## src/rtl/cart_rom_responder.sv

```systemverilog
// Cartridge header bus responder: synchronizes the asynchronous header pins,
// waits for the address/select word to settle, fetches from a 1-cycle ROM and drives the byte back.
module cart_rom_responder #(
  parameter int SYNC_STAGES = 2,
  parameter int STABLE_CYC  = 2
) (
  input  logic        clk,
  input  logic        rst_L,
  input  logic        enable,
  input  logic [13:0] cart_addr,
  input  logic        cart_s4,
  input  logic        cart_s5,
  input  logic        cart_phi,
  output logic [7:0]  cart_data,
  output logic        cart_data_oe,
  output logic [14:0] rom_addr,
  output logic        rom_en,
  input  logic [7:0]  rom_data,
  output logic [15:0] access_cnt,
  output logic        err_overlap
);

  typedef enum logic [2:0] {
    S_IDLE,
    S_SETTLE,
    S_FETCH,
    S_WAIT,
    S_DRIVE
  } state_t;

  localparam logic [3:0] STABLE_MAX = 4'(STABLE_CYC);

  // Bit layout of every synchronizer stage: {phi, s4, s5, addr[13:0]}
  logic [16:0] sync_q [SYNC_STAGES];
  logic [16:0] sync_d [SYNC_STAGES];

  logic [15:0] w_cur;
  logic [15:0] w_next;
  logic        sel4;
  logic        sel5;
  logic        one_sel;
  logic        both_sel;
  logic        phi_rise;

  logic [3:0]  stab_q, stab_d;
  state_t      state_q, state_d;
  logic [14:0] rom_addr_q, rom_addr_d;
  logic [15:0] lat_w_q, lat_w_d;
  logic [7:0]  cart_data_q, cart_data_d;
  logic [15:0] acc_q, acc_d;
  logic        err_q, err_d;

  always_comb begin
    sync_d[0] = {cart_phi, cart_s4, cart_s5, cart_addr};
    for (int unsigned i = 1; i < SYNC_STAGES; i++) begin
      sync_d[i] = sync_q[i-1];
    end
  end

  always_ff @(posedge clk or negedge rst_L) begin
    if (!rst_L) begin
      for (int unsigned i = 0; i < SYNC_STAGES; i++) begin
        sync_q[i] <= '0;
      end
    end else begin
      for (int unsigned i = 0; i < SYNC_STAGES; i++) begin
        sync_q[i] <= sync_d[i];
      end
    end
  end

  assign w_cur    = sync_q[SYNC_STAGES-1][15:0];
  assign w_next   = sync_q[SYNC_STAGES-2][15:0];
  assign sel4     = w_cur[15];
  assign sel5     = w_cur[14];
  assign one_sel  = sel4 ^ sel5;
  assign both_sel = sel4 & sel5;
  assign phi_rise = sync_q[SYNC_STAGES-2][16] & ~sync_q[SYNC_STAGES-1][16];

  // Count tracks the word arriving at the synchronizer output, so it already
  // reads 1 in the first cycle a new word is visible.
  always_comb begin
    if (w_next != w_cur) begin
      stab_d = 4'd1;
    end else if (stab_q >= STABLE_MAX) begin
      stab_d = stab_q;
    end else begin
      stab_d = stab_q + 4'd1;
    end
  end

  always_comb begin
    acc_d = acc_q;
    if (phi_rise && one_sel && (acc_q != '1)) begin
      acc_d = acc_q + 16'd1;
    end
  end

  always_comb begin
    state_d     = state_q;
    rom_addr_d  = rom_addr_q;
    lat_w_d     = lat_w_q;
    cart_data_d = cart_data_q;
    err_d       = err_q | both_sel;

    if (!enable || both_sel) begin
      state_d = S_IDLE;
    end else begin
      case (state_q)
        S_IDLE: begin
          if (one_sel) state_d = S_SETTLE;
        end
        S_SETTLE: begin
          if (!one_sel) begin
            state_d = S_IDLE;
          end else if (stab_q >= STABLE_MAX) begin
            state_d    = S_FETCH;
            rom_addr_d = {sel5, w_cur[13:0]};
            lat_w_d    = w_cur;
          end
        end
        S_FETCH: state_d = S_WAIT;
        S_WAIT: begin
          state_d     = S_DRIVE;
          cart_data_d = rom_data;
        end
        S_DRIVE: begin
          if (!one_sel) begin
            state_d = S_IDLE;
          end else if (w_cur != lat_w_q) begin
            state_d = S_SETTLE;
          end
        end
        default: state_d = S_IDLE;
      endcase
    end
  end

  always_ff @(posedge clk or negedge rst_L) begin
    if (!rst_L) begin
      stab_q      <= '0;
      state_q     <= S_IDLE;
      rom_addr_q  <= '0;
      lat_w_q     <= '0;
      cart_data_q <= '0;
      acc_q       <= '0;
      err_q       <= 1'b0;
    end else begin
      stab_q      <= stab_d;
      state_q     <= state_d;
      rom_addr_q  <= rom_addr_d;
      lat_w_q     <= lat_w_d;
      cart_data_q <= cart_data_d;
      acc_q       <= acc_d;
      err_q       <= err_d;
    end
  end

  assign cart_data    = cart_data_q;
  assign cart_data_oe = (state_q == S_DRIVE);
  assign rom_en       = (state_q == S_FETCH);
  assign rom_addr     = rom_addr_q;
  assign access_cnt   = acc_q;
  assign err_overlap  = err_q;

endmodule

```

## config.mk

```make
export PLATFORM = sky130hd
export DESIGN_NAME = cart_rom_responder
export DESIGN_NICKNAME = d
export VERILOG_FILES = /design/src/rtl/cart_rom_responder.sv
export SDC_FILE = /design/constraint.sdc
export NUM_CORES = 1
export LEC_CHECK = 0
export BUFFER_PORTS_ARGS = -buffer_cell sky130_fd_sc_hd__buf_2
export CELL_PAD_IN_SITES_DETAIL_PLACEMENT = 1
export CELL_PAD_IN_SITES_GLOBAL_PLACEMENT = 2
export CORE_ASPECT_RATIO = 1.25
export CORE_MARGIN = 2
export CORE_UTILIZATION = 33
export CTS_CLUSTER_SIZE = 24
export DETAILED_ROUTE_END_ITERATION = 12
export PLACE_DENSITY = 0.71
export SKIP_CTS_REPAIR_TIMING = 1
export SYNTH_ARGS = -nofsm -noshare
export SYNTH_HDL_FRONTEND = slang
export SYNTH_SLANG_ARGS = --single-unit
export TNS_END_PERCENT = 10
```

## constraint.sdc

```tcl
create_clock -name clk -period 1.9 [get_ports clk]
set_clock_uncertainty 0.1 [all_clocks]
set_input_delay 0.095 -clock clk [delete_from_list [all_inputs] [get_ports clk]]
set_output_delay 0.095 -clock clk [all_outputs]
set_load 0.02 [all_outputs]
```

---- Word-level counts from Yosys, hierarchy flattened ----
Index checks and enable logic that the tools add are counted.
storage, ports and cells
  input bits .............................. 28
  register bits after elaboration ......... 97
  logic and storage cells ................. 46
  output and inout port bits .............. 42
cells by class
  $add $sub $neg .......................... 2
  eq/ne operators ......................... 11
  $lt $le $gt $ge ......................... 1
  muxes and demuxes ....................... 9
  reduce and logical (&&, ||, !) cells .... 8
  bitwise gates (word level) .............. 6
operators with widths
  cell                                                               count
  != test 16 bit                                                     2
  two-way mux 3 bit                                                  6
  adder 16 x 1 -> 16 bit, second input constant                      1
  != test 16 bit, second input constant                              1
  one-hot mux 3 bit (5 select lines)                                 1
  two-way mux 4 bit                                                  2
  == test 3 x 2 -> 1 bit, second input constant                      2
  adder 4 x 1 -> 4 bit, second input constant                        1
  greater-or-equal comparator 4 x 2 -> 1 bit, second input constant  1
  != test 4 x 2 -> 1 bit, second input constant                      1
  != test 4 bit, second input constant                               1
  AND reduction 4 bit                                                1
  == test 3 x 1 -> 1 bit, second input constant                      1
  == test 3 bit, second input constant                               1
  logical NOT 3 bit                                                  1
  != test 3 bit, second input constant                               1
  AND reduction 3 bit                                                1
  bitwise AND 1 bit                                                  2
  logical AND 1 bit                                                  2
  != test 2 bit, second input constant                               1
  NOT 1 bit                                                          2
  AND reduction 2 bit                                                1
  logical NOT 1 bit                                                  1
  logical OR 1 bit                                                   1
  2 further kinds                                                    2

---- Depth between registers and ports, before layout ----
Gate-level depths: netlist of the first run.
  word-level depth ........................ 5
  mapped depth ............................ 7
  mapped depth without buffers ............ 7

---- Least setup slack after synthesis of the first run ----
OpenSTA, ideal clock, no wires.
  kind .................................... register to register
  from .................................... register stab_q[1]
  to ...................................... register rom_addr_q[10], in the netlist rom_addr[10]
  data arrival time ....................... 1665 ps
  setup slack ............................. 7 ps
  clock period less this slack ............ 1893 ps
  library setup time ...................... 127 ps
  stages on the path, launching flop included .. 7
  required time ........................... 1673 ps
  buffers on the path ..................... 1
  cell sequence ........................... dfrtp_1 ha_1 nor4_4 nor2_1 nand2_4 buf_6 mux2_1
on the way
  longest elaborated chain between the ends .. 2
ends and longest elaborated chain
  item                                        RTL line  RTL
  start, declared                             45        logic [3:0] stab_q, stab_d;
  start signal, assigned                      149       stab_q <= stab_d;
  greater-or-equal comparator 4 x 2 -> 1 bit  116       end else if (stab_q >= STABLE_MAX) begin
  AND reduction 4 bit (no source line)        -
  end signal, assigned                        151       rom_addr_q <= rom_addr_d;
  end, declared                               47        logic [14:0] rom_addr_q, rom_addr_d;
No other way between the ends.
A chain may end at the register's enable or synchronous reset.

---- Worst setup path after layout of the first run ----
  from .................................... register sync_q (netlist bit sel5)
  to ...................................... register acc_q[1], in the netlist access_cnt[1]
on the way
  longest elaborated chain between the ends .. 3
ends and longest elaborated chain
  item                             RTL line  RTL
  start, declared                  34        logic [16:0] sync_q [SYNC_STAGES];
  start signal, assigned by index  67        sync_q[i] <= sync_d[i];
  XOR 1 bit                        76        assign one_sel = sel4 ^ sel5;
  logical AND 1 bit (2 in series)  94        if (phi_rise && one_sel && (acc_q != '1)) begin
  end signal, assigned             146       acc_q <= '0;
  end signal, assigned             154       acc_q <= acc_d;
  end, declared                    50        logic [15:0] acc_q, acc_d;
No other way between the ends.

==> results of run 1 <==
## Yosys cell counts, types with 2 or more instances
library cell,count,area share (%)
nand2b_1,2,0.37
mux2_2,14,4.6
nand4_1,13,2.4
nor3_1,2,0.29
ha_1,4,1.5
xor2_1,17,4.4
dfrtp_1,82,60
nand3_1,6,0.88
nor3b_1,2,0.44
o21ai_1,2,0.29
nor2b_1,3,0.55
xnor2_1,31,8.0
buf_6,2,0.66
buf_4,15,3.3
nor4_1,4,0.73
and3_1,2,0.37
nand2_1,10,1.1
mux2_1,11,3.6
and3_4,2,0.66
nor2_1,7,0.77
## worst min path at each step
| stage | startpoint | to | slack (ns) | cells after the start |
|---|---|---|---|---|
| global placement | rst_L | sync_d[11] | -0.06 | 1 |
| global route | rst_L | sync_q[10] | 0.19 | 2 |
| CTS | rst_L | sync_q[10] | -0.41 | 1 |
| detailed placement | rst_L | sync_d[11] | -0.04 | 1 |
| floorplan | rst_L | access_cnt[0] | -0.30 | 0 |
| finish | rst_L | sync_q[10] | 0.15 | 2 |
## registers in the layout, summed over array words and instances (netlist names)
register	cells
sync_d	17
sync_q	15
err_overlap	1
sel5	1
sel4	1
access_cnt	16
lat_w_q	2
state_q	3
rom_addr	14
cart_data	8
stab_q	4
## worst max-delay path: stages (launching register included)
cell and delay [ns]:
dfrtp_1 0.41, ha_4 0.30, and3b_1 0.21, a21boi_4 0.20, buf_12 0.15, mux2_1 0.32
## final cells by class
class                   instances  area [sq um]  area share, %
well taps                     129           161           3.58
multi-input cells             149          1240           27.6
repair buffers                106           722           16.0
flip-flops and latches         82          2050           45.6
inverters                       1          3.75         0.0834
clock buffers                  11           243           5.39
clock inverters                 5          77.6           1.72
## per-stage QoR
step | setup slack [ns] | hold WS (ns) | instances | TNS (ns)
after CTS | -0.0506 | -0.409 | 455 | -0.129
after detailed placement | -0.0313 | -0.0447 | 439 | -0.0621
after global placement | -0.0316 | -0.0570 | 439 | -0.0578
after floorplan | 0.00739 | -0.301 | 250 | 0
after global routing | 0.0126 | 0.194 | 483 | 0
final | 0.0945 | 0.148 | 483 | 0
## layout by cell type, fill, tap and decap left out, types with 2 or more instances in the layout
cell type	count
bufinv_16	2
clkbuf_16	9
mux2_1	11
buf_4	8
nor3b_1	2
xnor2_1	31
clkinv_2	2
nor3_1	2
buf_2	68
and3_1	2
nand4_1	13
nor4_1	3
nor2b_1	3
and3_4	2
nand2_1	9
xor2_1	17
o21ai_1	2
nand3_1	6
dfrtp_1	82
nand2b_1	2
ha_1	3
mux2_2	14
buf_12	2
dlygate4sd3_1	27
nor2_1	6
## logic make-up (layout without fill, tap and decap cells)
| family | count (synthesis) | count (layout) |
|---|---|---|
| buffers and inverters | 19 | 123 |
| AO/OA/AOI/OAI | 8 | 8 |
| flip-flops | 82 | 82 |
| AND/OR/NAND/NOR | 63 | 63 |
| adder cells (fa/ha/maj) | 4 | 4 |
| multiplexers | 26 | 26 |
| XOR/XNOR | 48 | 48 |
## power breakdown
part           internal, W  switching [W]
registers          0.00184       0.000108
clock network      0.00118       0.000662
logic             0.000212       0.000228
total              0.00323       0.000998
## per-layer routing
| layer | global-route usage, % | part of all wire [%] | vias to the layer above |
|---|---|---|---|
| met3 | 3.65 | 3.4 | 9 |
| met2 | 21.7 | 52 | 32 |
| li1 | - | - | 1040 |
| met5 | 0 | 0 | - |
| met4 | 4.35 | 1.4 | 0 |
| met1 | 16.2 | 43 | 1122 |
==> metrics.md, run 1 <==
| Metric | Value |
|---|---|
| IO buf count | roughly 70 |
| Row count | 41 |
| Area grow syn2layout | 32.0% |
| Hold WC Path Type | input port to asynchronous set/reset pin |
| Die area | between 0.01 and 0.015 sq mm |
| Top_reg_cell synth | dfrtp_1 |
| RSZ-0062 raised after global routing | no |
| Detailed Place HPWL | just under 5000 microns |
| GR Overflow Total | 0 |
| Final hold viol count | 0 |
| Initial antenna violation count | 0 |
| Multiplexer share of the synthesized area | approximately 8.5% |
| Yosys reg bits | 82 |
| Share of cells above drive strength 1 | between 30% and 40% |
| Ys async rst share | 100% |
| Crit path to | access_cnt[1] |
| Final WL | ~7000 microns |
| Syn Inst Count | 250 |
| Die outline height | around 120 microns |
| Max frequency | ~0.55 GHz |
| Number of max-cap violations | 0 |
| Clock transition at the registers of the reported paths | 0.06 ns |
| Syn avg cell area | about 14 sq um |
| Worst slew pin tran | between 0.3 and 0.4 ns |
| Final setup violation count | 0 |
| Post-Synth Simple-Gate Area | 11.5% |
| Post-synth net total | 282 |
| Die width | 94.9 microns |
| Routed vias/inst | about 4.6 |
| Rel. slew slack | ~74% |
| H-tree depth | 3 |
| I/O pin cnt | 70 |
| Clock Sinks | just over 80 |
| GRT Util Overall | between 10% and 20% |
| Yosys cell types | 39 |
| Fill cell count | 1051 |
| Vias | around 2200 |
| Nets@finish | roughly 380 |
| Final GP Congestion | approximately 0.73 |
| Antenna cells | 0 |
| Cell chosen for the clock root | clkbuf_16 |
| WS Path Type | register to register |
| Vias in the first global route | between 2000 and 2500 |
| Combinational family with the most area after synthesis | XOR/XNOR gates |
| CTS tree | done |
| VDD IR max | 817 uV |
| Crit Reg-Reg Startpoint | sel5 |
| Startpoint types | register |
| Worst-path fanout max | 14 |
| Crit path from | sel5 |
| Final cell utilization of the core | 44.6% |
| Core area | roughly 0.010 sq mm |
| ANT nets after route | 0 |
| Xor/xnor share of the synthesized area | approximately an eighth |
| P per Cell Area | between 900 and 1000 mW/mm^2 |
| CTS buffer count | 9 |
| Largest net degree at the start of global routing | 55 |
| Number of synthesized flops with an enable pin | 0 |
| Seq/Total Area, Yosys | roughly 60% |
| DR WL/cell | between 10 and 15 microns |
| Status | finished clean |
| Clk_lat worst skew | 0.33 ns |
| Worst Path Required | between 2 and 2.5 ns |
| R2r endpoint | access_cnt[1] |
| Bufs on Longest Clock Path | 2 |
| Worst Reg-to-Reg Cells | 5 |
| Iter 0 DRT Violations | 40 |
| Synth Area in Adders | 1.47% |
| Fin crit share | 95.0% |
| Design Power | ~0.0042 W |
| Placed cell areas | 0.00386 sq mm |
| Final Instance Area | ~0.0045 sq mm |
| Leak | between 2 and 2.5 nW |
| First-pass GRT wire length | about 11000 microns |
| Yosys warns | 0 |
| CP Data Arrival Time | about 1.9 ns |
| Netlist Area Pre-Place | 0.00341 sq mm |
| Min Clock Period, post-route | around 1.8 ns |
| DRT Pass-1 Iters | 4 |
| Reg2Reg Setup Slack | ~0.094 ns |
| Pins Over Slew Limit | 0 |
| Starting Density | around a third |
| Compound-cell area share of the yosys netlist | 1.80% |
| DRC errors left | 0 |
| CP Capture Type | register |
(Power assumes the default switching activity.)
==> inputs of run 2 (changes only) <==
- CELL_PAD_IN_SITES_GLOBAL_PLACEMENT: 2 -> 1
- CORE_MARGIN: 2 -> default
- CORE_UTILIZATION: 33 -> 39
- PLACE_DENSITY: 0.71 -> 0.7
- RECOVER_POWER: default -> 25
==> run 2 against run 1 <==
Compared with the run above:
- global-route usage is 2.7 points higher
- worst setup slack worse by 0.12 ns
- utilization is 7.6 points higher
- combinational power is 1% higher
- die area is 18% lower
- count of clock-buffer cells in the layout is 2 lower
- the flow now finishes with violations (negative setup slack)
- non-clock buffer count is 1 higher
- fmax is 6.1% lower
- register-to-register slack worse by 0.12 ns
- sequential share of layout area is 1.4 points higher
- sequential power hardly changed
- via count is 1.0% higher
==> metrics.md, run 2 (same netlist as run 1, synthesis figures left out) <==
| Metric | Value |
|---|---|
| DP Cell Count | 428 (-2.5%) |
| Vias in the first global route | 2209 (-2.0%) |
| Largest register FFs | 17 (unchanged) |
| Largest stage delay, worst path | 0.39 ns (-0.02 ns) |
| Antenna cells | 0 (unchanged) |
| H-tree depth | 3 (unchanged) |
| I/O pin cnt | 70 (unchanged) |
| Most used cell, CP | nand2_1 |
| CTS buffer count | 9 (unchanged) |
| Commonest non-fill, non-tap cells in the layout | dfrtp_1, buf_2, xnor2_1 |
| IO buf count | 69 (unchanged) |
| Status | finished with violations |
| Design Power | 0.00381 W (-9.8%) |
| Placed cell areas | 0.00385 sq mm (-0.19%) |
| Largest net degree at the start of global routing | 38 (-31%) |
| Fin crit share | 101% (+6.1 points) |
| Final Instance Area | 0.00437 sq mm (-2.9%) |
| Worst slew pin tran | 0.770 ns (+0.388 ns) |
| Core area | 0.00838 sq mm (-17%) |
| Final WL | 7300 microns (+4.1%) |
| Nets@finish | 382 (+0.26%) |
| Routed vias/inst | 4.72 (+3.4%) |
| Vias | 2226 (+1.0%) |
| Clock Sinks | 82 (unchanged) |
| CTS tree | done |
| Final GP Congestion | 0.771 (+5.8%) |
| GR Overflow Total | 0 (unchanged) |
| Final setup violation count | 3 (+3) |
| Comb power frac | 11.7% (+1.3 points) |
| RSZ-0062 raised after global routing | yes |
| Iter 0 DRT Violations | 46 (+15%) |
| Die width | 85.6 microns (-9.8%) |
| First-pass GRT wire length | 10900 microns (-2.0%) |
| Die area | 0.00913 sq mm (-18%) |
| Die outline height | 107 microns (-9.4%) |
| Top delay family on crit path | simple AND/OR/NAND/NOR gates |
| Post-route setup slack | -0.0222 ns (-0.117 ns) |
| DRT Pass-1 Iters | 4 (unchanged) |
| Min Clock Period, post-route | 1.92 ns (+0.117 ns) |
| Clock power frac | 37.3% (-6.3 points) |
| Internal | 0.00280 W (-13%) |
| Worst path slowest cell | dfrtp_1 |
| Clk_lat worst skew | 0.36 ns (+0.03 ns) |
| Startpoint types | register |
| Initial antenna violation count | 0 (unchanged) |
| Row count | 37 (-9.8%) |
| Area grow syn2layout | 28.1% |
| Fill cell count | 884 (-16%) |
| Cell chosen for the clock root | clkbuf_8 |
| Buffers and inverters on the worst path | 0 (-1) |
| Switching power share of the total | 26.7% (+3.1 points) |
| Detailed Place HPWL | 4730 microns (-3.7%) |
| Share of cells above drive strength 1 | 33.8% (-0.38 points) |
| CP Data Arrival Time | 2.07 ns (+0.15 ns) |
| CP Capture Type | register |
| WS Path Type | register to register |
| Number of max-cap violations | 0 (unchanged) |
| GRT Util Overall | 15.7% (+2.7 points) |
| Hold WC Path Type | input port to asynchronous set/reset pin |
| Failing checks | negative setup slack |
| Rel. slew slack | 48.6% (-26 points) |
| Starting Density | 40.7% (+7.0 points) |
| ANT nets after route | 0 (unchanged) |
| Max frequency | 0.520 GHz (-6.1%) |
| Seq pwr share | 51.0% (+5.0 points) |
| P per Cell Area | 873 mW/mm^2 (-7.0%) |
| VDD IR max | 665 uV (-19%) |
| Bufs on Longest Clock Path | 2 (unchanged) |
| Commonest non-fill, non-tap cell in the layout | dfrtp_1 |
| Pins Over Slew Limit | 0 (unchanged) |
| DRC errors left | 0 (unchanged) |
| Worst Path Required | 2.04 ns (+0.03 ns) |
| Crit-path cells | ha_1, nor2b_1, nand2_1, nor2_2, nand2_1, mux2_2 |
| Final hold viol count | 0 (unchanged) |
| Non-filler cells, final | 472 (-2.3%) |
| Final cell utilization of the core | 52.2% (+7.6 points) |
| Leak | 2.15 nW (-1.8%) |
| DR WL/cell | 15.5 microns (+6.5%) |
| Clock transition at the registers of the reported paths | 0.09 ns (+0.03 ns) |
| Worst-path fanout max | 9 (-5) |
| Sw power | 0.00102 W (+2.0%) |
[run 2: power groups by stage]
stage | Combinational (W) | Sequential, W | Clock [W]
after floorplan | 0.000153 | 0.00202 | 0
after global placement | 0.000383 | 0.00197 | 0
after detailed placement | 0.000398 | 0.00197 | 0
after CTS | 0.000401 | 0.00194 | 0.00145
after global routing | 0.000486 | 0.00196 | 0.00152
final | 0.000446 | 0.00195 | 0.00142
[run 2: layer usage]
| metal | wire, microns | global-route usage, % | vias up |
|---|---|---|---|
| li1 | - | - | 1035 |
| met1 | 3020 | 19.7 | 1126 |
| met2 | 3900 | 26.1 | 50 |
| met3 | 218 | 3.65 | 15 |
| met4 | 164 | 6.43 | 0 |
| met5 | 0 | 0 | - |
[run 2: worst paths after layout]
check / from / endpoint / slack (ns) / cells after the start
max reg2reg: sel4 / cart_data[2] / -0.02 / 6
min reg2reg: sync_d[16] / sync_q[16] / 0.29 / 0
max: sel4 / cart_data[2] / -0.02 / 6
min: rst_L / sync_d[5] / 0.24 / 2
min in group clk: cart_addr[12] / sync_d[12] / 0.28 / 2
max in group asynchronous: rst_L / rom_addr[4] / 0.75 / 3
[run 2: final cells by class]
type | instances | area [sq um] | share of cell area (%)
clock inverter | 7 | 100 | 2.29
clock buffer | 9 | 124 | 2.83
inverter | 1 | 3.75 | 0.0859
tap | 117 | 146 | 3.35
sequential | 82 | 2050 | 47.0
multi-input combinational | 149 | 1220 | 27.9
timing repair buffer | 107 | 723 | 16.5
[run 2: through the flow]
| step | setup WS (ns) | TNS (ns) | hold WS, ns |
|---|---|---|---|
| 4_1_cts | -0.00859 | -0.0101 | -0.438 |
| 6_report | -0.0222 | -0.0343 | 0.242 |
| 5_1_grt | -0.107 | -1.88 | 0.277 |
| 2_1_floorplan | 0.00739 | 0 | -0.301 |
| 3_3_place_gp | 0.0476 | 0 | -0.0520 |
| 3_5_place_dp | 0.0188 | 0 | -0.0428 |
